### src/rtl/rv32i_encoder.sv
// Streaming RV32I instruction encoder: packs field bundles into 32-bit words
// with a running byte address, rejecting out-of-range immediates.
module rv32i_encoder #(
   parameter logic [31:0] BASE_ADDR = 32'h0000_0000,
   parameter int unsigned ERR_CNT_W = 8
) (
   input  logic                 clk,
   input  logic                 resetn,
   input  logic                 clear,
   input  logic                 in_valid,
   output logic                 in_ready,
   input  logic [2:0]           in_fmt,
   input  logic [6:0]           in_opcode,
   input  logic [4:0]           in_rd,
   input  logic [4:0]           in_rs1,
   input  logic [4:0]           in_rs2,
   input  logic [2:0]           in_funct3,
   input  logic [6:0]           in_funct7,
   input  logic [31:0]          in_imm,
   output logic                 out_valid,
   input  logic                 out_ready,
   output logic [31:0]          out_instr,
   output logic [31:0]          out_addr,
   output logic                 err,
   output logic [ERR_CNT_W-1:0] err_count
);

   typedef enum logic [2:0] {
      FMT_R = 3'd0,
      FMT_I = 3'd1,
      FMT_S = 3'd2,
      FMT_B = 3'd3,
      FMT_U = 3'd4,
      FMT_J = 3'd5
   } fmt_e;

   logic                 valid_q, valid_d;
   logic [31:0]          instr_q, instr_d;
   logic [31:0]          addr_q, addr_d;
   logic [31:0]          pc_q, pc_d;
   logic                 err_q, err_d;
   logic [ERR_CNT_W-1:0] err_cnt_q, err_cnt_d;

   logic        accept;
   logic        legal;
   logic [31:0] word;

   assign in_ready = !clear && (!valid_q || out_ready);
   assign accept   = in_valid && in_ready;

   // NOTE: every always_comb output gets a default first so no path can infer a latch.
   always_comb begin
      word  = '0;
      legal = 1'b0;
      case (fmt_e'(in_fmt))
         FMT_R: begin
            word  = {in_funct7, in_rs2, in_rs1, in_funct3, in_rd, in_opcode};
            legal = 1'b1;
         end
         FMT_I: begin
            word  = {in_imm[11:0], in_rs1, in_funct3, in_rd, in_opcode};
            legal = (&in_imm[31:11]) || !(|in_imm[31:11]);
         end
         FMT_S: begin
            word  = {in_imm[11:5], in_rs2, in_rs1, in_funct3, in_imm[4:0], in_opcode};
            legal = (&in_imm[31:11]) || !(|in_imm[31:11]);
         end
         FMT_B: begin
            word  = {in_imm[12], in_imm[10:5], in_rs2, in_rs1, in_funct3,
                     in_imm[4:1], in_imm[11], in_opcode};
            legal = !in_imm[0] && ((&in_imm[31:12]) || !(|in_imm[31:12]));
         end
         FMT_U: begin
            word  = {in_imm[31:12], in_rd, in_opcode};
            legal = !(|in_imm[11:0]);
         end
         FMT_J: begin
            word  = {in_imm[20], in_imm[10:1], in_imm[11], in_imm[19:12], in_rd, in_opcode};
            legal = !in_imm[0] && ((&in_imm[31:20]) || !(|in_imm[31:20]));
         end
         default: ;
      endcase
   end

   // A transfer empties the register unless a legal bundle reloads it in the same cycle.
   always_comb begin
      valid_d   = valid_q && !out_ready;
      instr_d   = instr_q;
      addr_d    = addr_q;
      pc_d      = pc_q;
      err_d     = 1'b0;
      err_cnt_d = err_cnt_q;
      if (clear) begin
         valid_d   = 1'b0;
         pc_d      = BASE_ADDR;
         err_cnt_d = '0;
      end else if (accept) begin
         if (legal) begin
            valid_d = 1'b1;
            instr_d = word;
            addr_d  = pc_q;
            pc_d    = pc_q + 32'd4;
         end else begin
            err_d = 1'b1;
            if (err_cnt_q != '1) err_cnt_d = err_cnt_q + 1'b1;
         end
      end
   end

   // NOTE: state registers use non-blocking assignments and the async reset
   // sits in the sensitivity list so it acts without waiting for a clock edge.
   always_ff @(posedge clk or negedge resetn) begin
      if (!resetn) begin
         valid_q   <= 1'b0;
         instr_q   <= '0;
         addr_q    <= BASE_ADDR;
         pc_q      <= BASE_ADDR;
         err_q     <= 1'b0;
         err_cnt_q <= '0;
      end else begin
         valid_q   <= valid_d;
         instr_q   <= instr_d;
         addr_q    <= addr_d;
         pc_q      <= pc_d;
         err_q     <= err_d;
         err_cnt_q <= err_cnt_d;
      end
   end

   assign out_valid = valid_q;
   assign out_instr = instr_q;
   assign out_addr  = addr_q;
   assign err       = err_q;
   assign err_count = err_cnt_q;

endmodule

### config.mk
export PLATFORM = sky130hd
export DESIGN_NAME = rv32i_encoder
export DESIGN_NICKNAME = d
export VERILOG_FILES = /design/src/rtl/rv32i_encoder.sv
export SDC_FILE = /design/constraint.sdc
export NUM_CORES = 1
export LEC_CHECK = 0
export BUFFER_PORTS_ARGS = -buffer_cell sky130_fd_sc_hd__buf_2
export CAP_MARGIN = 20
export CORE_UTILIZATION = 47
export DETAILED_ROUTE_END_ITERATION = 8
export GPL_ROUTABILITY_DRIVEN = 0
export PLACE_DENSITY = 0.8
export SLEW_MARGIN = 20
export SYNTH_ARGS = -nofsm -noshare
export SYNTH_HDL_FRONTEND = slang
export SYNTH_SLANG_ARGS = --single-unit
### constraint.sdc
create_clock -name clk -period 2.55 [get_ports clk]
set_input_delay 0.51 -clock clk [delete_from_list [all_inputs] [get_ports clk]]
set_output_delay 0.51 -clock clk [all_outputs]
set_load 0.1 [all_outputs]
## After elaboration in Yosys (flattened, before gate mapping)

Index checks and enable logic that the tools add are counted.

- Register bits after elaboration: 106
- Input bits: 72
- Logic and storage cells: 63

- Add/sub/neg operators: 2
- Eq/ne operators: 7
- Muxes and demuxes: 15
- Bitwise operators: 1
- Reduce and logical (&&, ||, !) cells: 32

Operators with widths:

| operator | number |
|---|---|
| 32-bit case mux with 6 select lines | 1 |
| 32-bit 2-to-1 mux | 3 |
| 32-bit by 3-bit adder with 32-bit output (second input constant) | 1 |
| 8-bit 2-to-1 mux | 4 |
| 12-bit OR reduction | 2 |
| 21-bit AND reduction | 1 |
| 21-bit OR reduction | 1 |
| 20-bit AND reduction | 1 |
| 20-bit OR reduction | 1 |
| 12-bit AND reduction | 1 |
| 8-bit by 1-bit adder with 8-bit output (second input constant) | 1 |
| 1-bit logical NOT | 8 |
| 8-bit inequality test (second input constant) | 1 |
| 3-bit by 2-bit == test with 1-bit output (second input constant) | 2 |
| 3-bit == test (second input constant) | 2 |
| 1-bit 2-to-1 mux | 6 |
| 3-bit AND reduction | 2 |
| 2-bit nonzero test | 3 |
| 1-bit logical AND | 5 |
| 1-bit case mux with 5 select lines | 1 |
| 1-bit logical OR | 4 |
| 3-bit by 1-bit == test with 1-bit output (second input constant) | 1 |
| 3-bit logical NOT | 1 |
| 2-bit inequality test (second input constant) | 1 |
| 3 further kinds | 3 |

## Depth between registers and ports, before layout

- Depth after elaboration: 8
- Mapped depth: 9

## Worst setup path before layout

OpenSTA, ideal clock, no wires.

- Path type: in2reg
- Start: in in_fmt[0]
- End: reg pc_q[12]
- Setup time: 127 ps
- Data arrival time: 2223 ps
- Slack: 199 ps
- Cell stages on the path: 7
- Buffers on the path: 1
- Path through: buf_4 inv_1 o32ai_2 a2bb2oi_1 o221a_4 or4_1 mux2_1

- Cells in the longest elaborated chain, start to end: 5
- Elaborated cells on any way between the ends: 10

RTL lines:

| what | RTL line | source |
|---|---|---|
| start, declared | 12 | `input logic [2:0] in_fmt,` |
| 3-bit by 2-bit == test with 1-bit output / 3-bit by 1-bit == test with 1-bit output (equally long branches) | 55 | `case (fmt_e'(in_fmt))` |
| 2-bit OR reduction (no source line) | n/a |  |
| 1-bit case mux with 5 select lines * | 55 |  |
| 2-bit nonzero test (no source line) * | n/a |  |
| 2-bit AND reduction (no source line) * | n/a |  |
| end signal, assigned | 124 | `pc_q <= pc_d;` |
| end, declared | 40 | `logic [31:0] pc_q, pc_d;` |

Mark *: on every way between the ends. The rest lies on a longest branch, timed or not.
A chain may end at the register's enable or synchronous reset.

## Worst setup path in the final report

- Start: in in_imm[28]
- End: reg pc_q[12]

- Cells in the longest elaborated chain, start to end: 7
- Elaborated cells on any way between the ends: 17

RTL lines:

| what | RTL line | source |
|---|---|---|
| start, declared | 19 | `input logic [31:0] in_imm,` |
| 20-bit OR reduction / 12-bit OR reduction (equally long branches) | 71, 79 |  |
| 1-bit logical NOT, on equally long branches | 71, 79 |  |
| 1-bit logical OR, on equally long branches | 71, 79 |  |
| 1-bit logical AND, on equally long branches | 71, 79 |  |
| 1-bit case mux with 5 select lines * | 55 |  |
| 2-bit nonzero test (no source line) * | n/a |  |
| 2-bit AND reduction (no source line) * | n/a |  |

Marked as above.

==> impl_metrics.toml <==
[clock_tree]
clock_sinks = 102
clock_latency_ns = 0.35
post-cts-setup-buffers = 0
postCtsHoldBufs = 0
cts_made_buffers = 9
clk_pin_slew_ns = 0.07
cts_max_level = 3
cts_resized = 0
tritoncts = "done"
cts_buffer_depth = 2
cts_root_buffer = "clkbuf_16"

[global_routing]
grt_util_met2_pct = 40.1
grt_pass1_vias = 4704
overflow = 0
grt.total_usage_pct = 25.0
busiest_layer = "met2"
antenna_found_initial = 0
grt_pass1_wl_um = 23000
grt_use_met3_pct = 4.84
grt_util_met1_pct = 33.5
grt_start_max_net_pins = 48

[outcome]
status = "finished, final reports clean"

[synth]
synthSimpleGateAreaFrac_pct = 17.0
synth_compound_area_share_pct = 15.1
synth_edf_count = 0
ys_async_sr_fraction_pct = 100
synth_top_family_by_area = "simple AND/OR/NAND/NOR gates"
synthCells = 516
yosys.area.top_type = "dfrtp_1"
avgSynthCellArea_um2 = 10.4
synth.most_common_cell = "dfrtp_1"
synth-seq-cells = 102
synth.cell_area_um2 = 5390
yosys_warnings = 0
yosys.area_share.adder_pct = 0.464
synth_top_flop_cell = "dfrtp_1"
synthMuxAreaShare_pct = 15.5
synthXorXnorAreaFrac_pct = 0.325
synth_cell_types = 53
yosys-top-cells-area = "dfrtp_1 (47%), mux2_2 (7.1%), mux2_1 (5.6%), o21ai_0 (3.3%), mux2i_1 (2.8%)"
yosys-top-cells-count = "dfrtp_1 (102), o21ai_0 (35), mux2_2 (34), nand2_1 (28)"
ys_seq_area_share_pct = 47.4
synth.top_cell.area_share_pct = 47.4

[timing]
hold_viol = 0
postLayoutSetupSlackWorst_ns = 0.245
max_freq_mhz = 434
period_needed_ns = 2.31
worst_slew_pin_slew_ns = 0.636
max-slew-margin-rel_pct = 57.6
timing.hold.ws_ns = 0.182
finClkSkew_ns = 0.00793
rsz0062_at_grt = "no"
slew_violations = 0
setup_viol = 0
finalCritPeriodShare_pct = 90.4

[drt]
viasPerCell = 6.01
post-route-drc-count = 0
drtAntennaViolNets = 0
vias = 4904
wire_per_inst_um = 17.5
routed_wl_um = 14300
initialDrtViolationCount = 365
dr.pass1.iters = 5

[worst_setup_path]
worstSetupPathType = "in2reg"
crit_chain = "buf_2, nor4_1, nand3_1, a2bb2oi_1, o221a_4, or4_1, mux2_1"
cp_num_buf_inv = 1
crit_arrival_ns = 2.54
crit_required_ns = 2.78
crit_fanout = 3
start_kind = "primary input"
cp-end-kind = "flop"
slowest_stage = "or4_1"
cp_top_family = "simple AND/OR/NAND/NOR gates"
cpPeakStageDelay_ns = 0.53

[finish]
final_nets = 746
area_growth_pct = 26.4
diodes = 0
utilization_pct = 62.0
seqCellArea_um2 = 2550
drive_above_1_share_pct = 36.4
multi_input_area_um2 = 2630
nFillCells = 902

[floorplanning]
core_area_um2 = 11000
fp.dieW_um = 109
initial_utilization_pct = 49.1
rows = 38
dieArea_um2 = 11900
die_y_um = 109
io_pins = 147

[power_and_ir_drop]
power.density_nw_per_um2 = 730
p_leak_nw = 3.29
ir_worst_vdd_v = 0.000551

[place]
dp_hpwl_um = 10200
preCtsSetupSlack_ns = -0.107
port_buffers = 144

[min_path]
hold_class = "in2async"

[job]
cap_violations = 0
==> cell usage in the layout, fill, tap and decap left out, types with 12 or more instances in the layout <==
master	Yosys	routed
buf_2	10	143
a21oi_1	27	27
mux2i_1	15	15
o31ai_1	17	17
or4_1	16	16
nand3_1	15	14
nand2_1	28	27
buf_4	4	36
and3_1	13	13
nor2_1	26	26
nand4_1	18	18
o21ai_0	35	35
mux2_2	34	34
mux2_1	27	27
dfrtp_1	102	102
inv_1	12	12
==> worst register-to-register path: stages (launching register included) <==
cell     delay [ns]
dfrtp_1        0.42
and4_1         0.31
nand3_4        0.10
or3_4          0.40
or3_1          0.37
or4_1          0.41
a21oi_1        0.16
==> layout make-up <==
type	count	area share (%)
flip-flops and latches	102	37.5
repair buffers	182	15.4
inverters	13	0.753
multi-input cells	364	38.5
well taps	140	2.57
clock buffers	9	3.31
clock inverters	6	1.98
==> final timing paths <==
kind	startpoint	end	slack (ns)	cells past startpoint
worst max register to register	pc_q[15]	pc_q[26]	0.30	6
worst min register to register	out_addr[28]	out_addr[28]	0.49	1
worst min-delay path	resetn	err_count[2]	0.18	1
min in group clk	in_opcode[0]	out_instr[0]	0.38	2
max in group asynchronous	resetn	out_addr[30]	1.64	2
worst max-delay path	in_imm[28]	pc_q[12]	0.24	7
==> power by group <==
group	switching (W)	internal, W
Combinational	0.00123	0.000273
Clock	0.000605	0.00105
Sequential	0.0000666	0.00174
==> per-layer routing <==
layer | vias to the layer above | part of all wire [%]
met1 | 2386 | 42
met3 | 28 | 7.0
li1 | 2271 | -
met5 | - | 0
met2 | 219 | 49
met4 | 0 | 1.9
==> cells by family after synthesis <==
logic type | Yosys count
other | 1
DFF | 102
xor gates and xnor gates | 2
and+or+nand+nor | 162
AOI/OAI and AO/OA | 120
muxes | 76
adders and majority gates | 2
buffers and inverters | 51
==> stage by stage <==
stage                     power (W)  std cells  cell area [µm²]  setup TNS [ns]
after CTS                   0.00500        816             6810               0
final                       0.00497        816             6810               0
after global placement      0.00331        801             6450         -0.0348
after detailed placement    0.00334        801             6450          -0.833
after floorplan             0.00299        517             5390               0
after global routing        0.00514        816             6810               0
==> flip-flops by register name (all words and copies together), names as in the netlist <==
name,flops
err,1
err_count,8
out_addr,30
out_instr,32
out_valid,1
pc_q,30
Note: power is estimated with default switching activity, not from simulation.
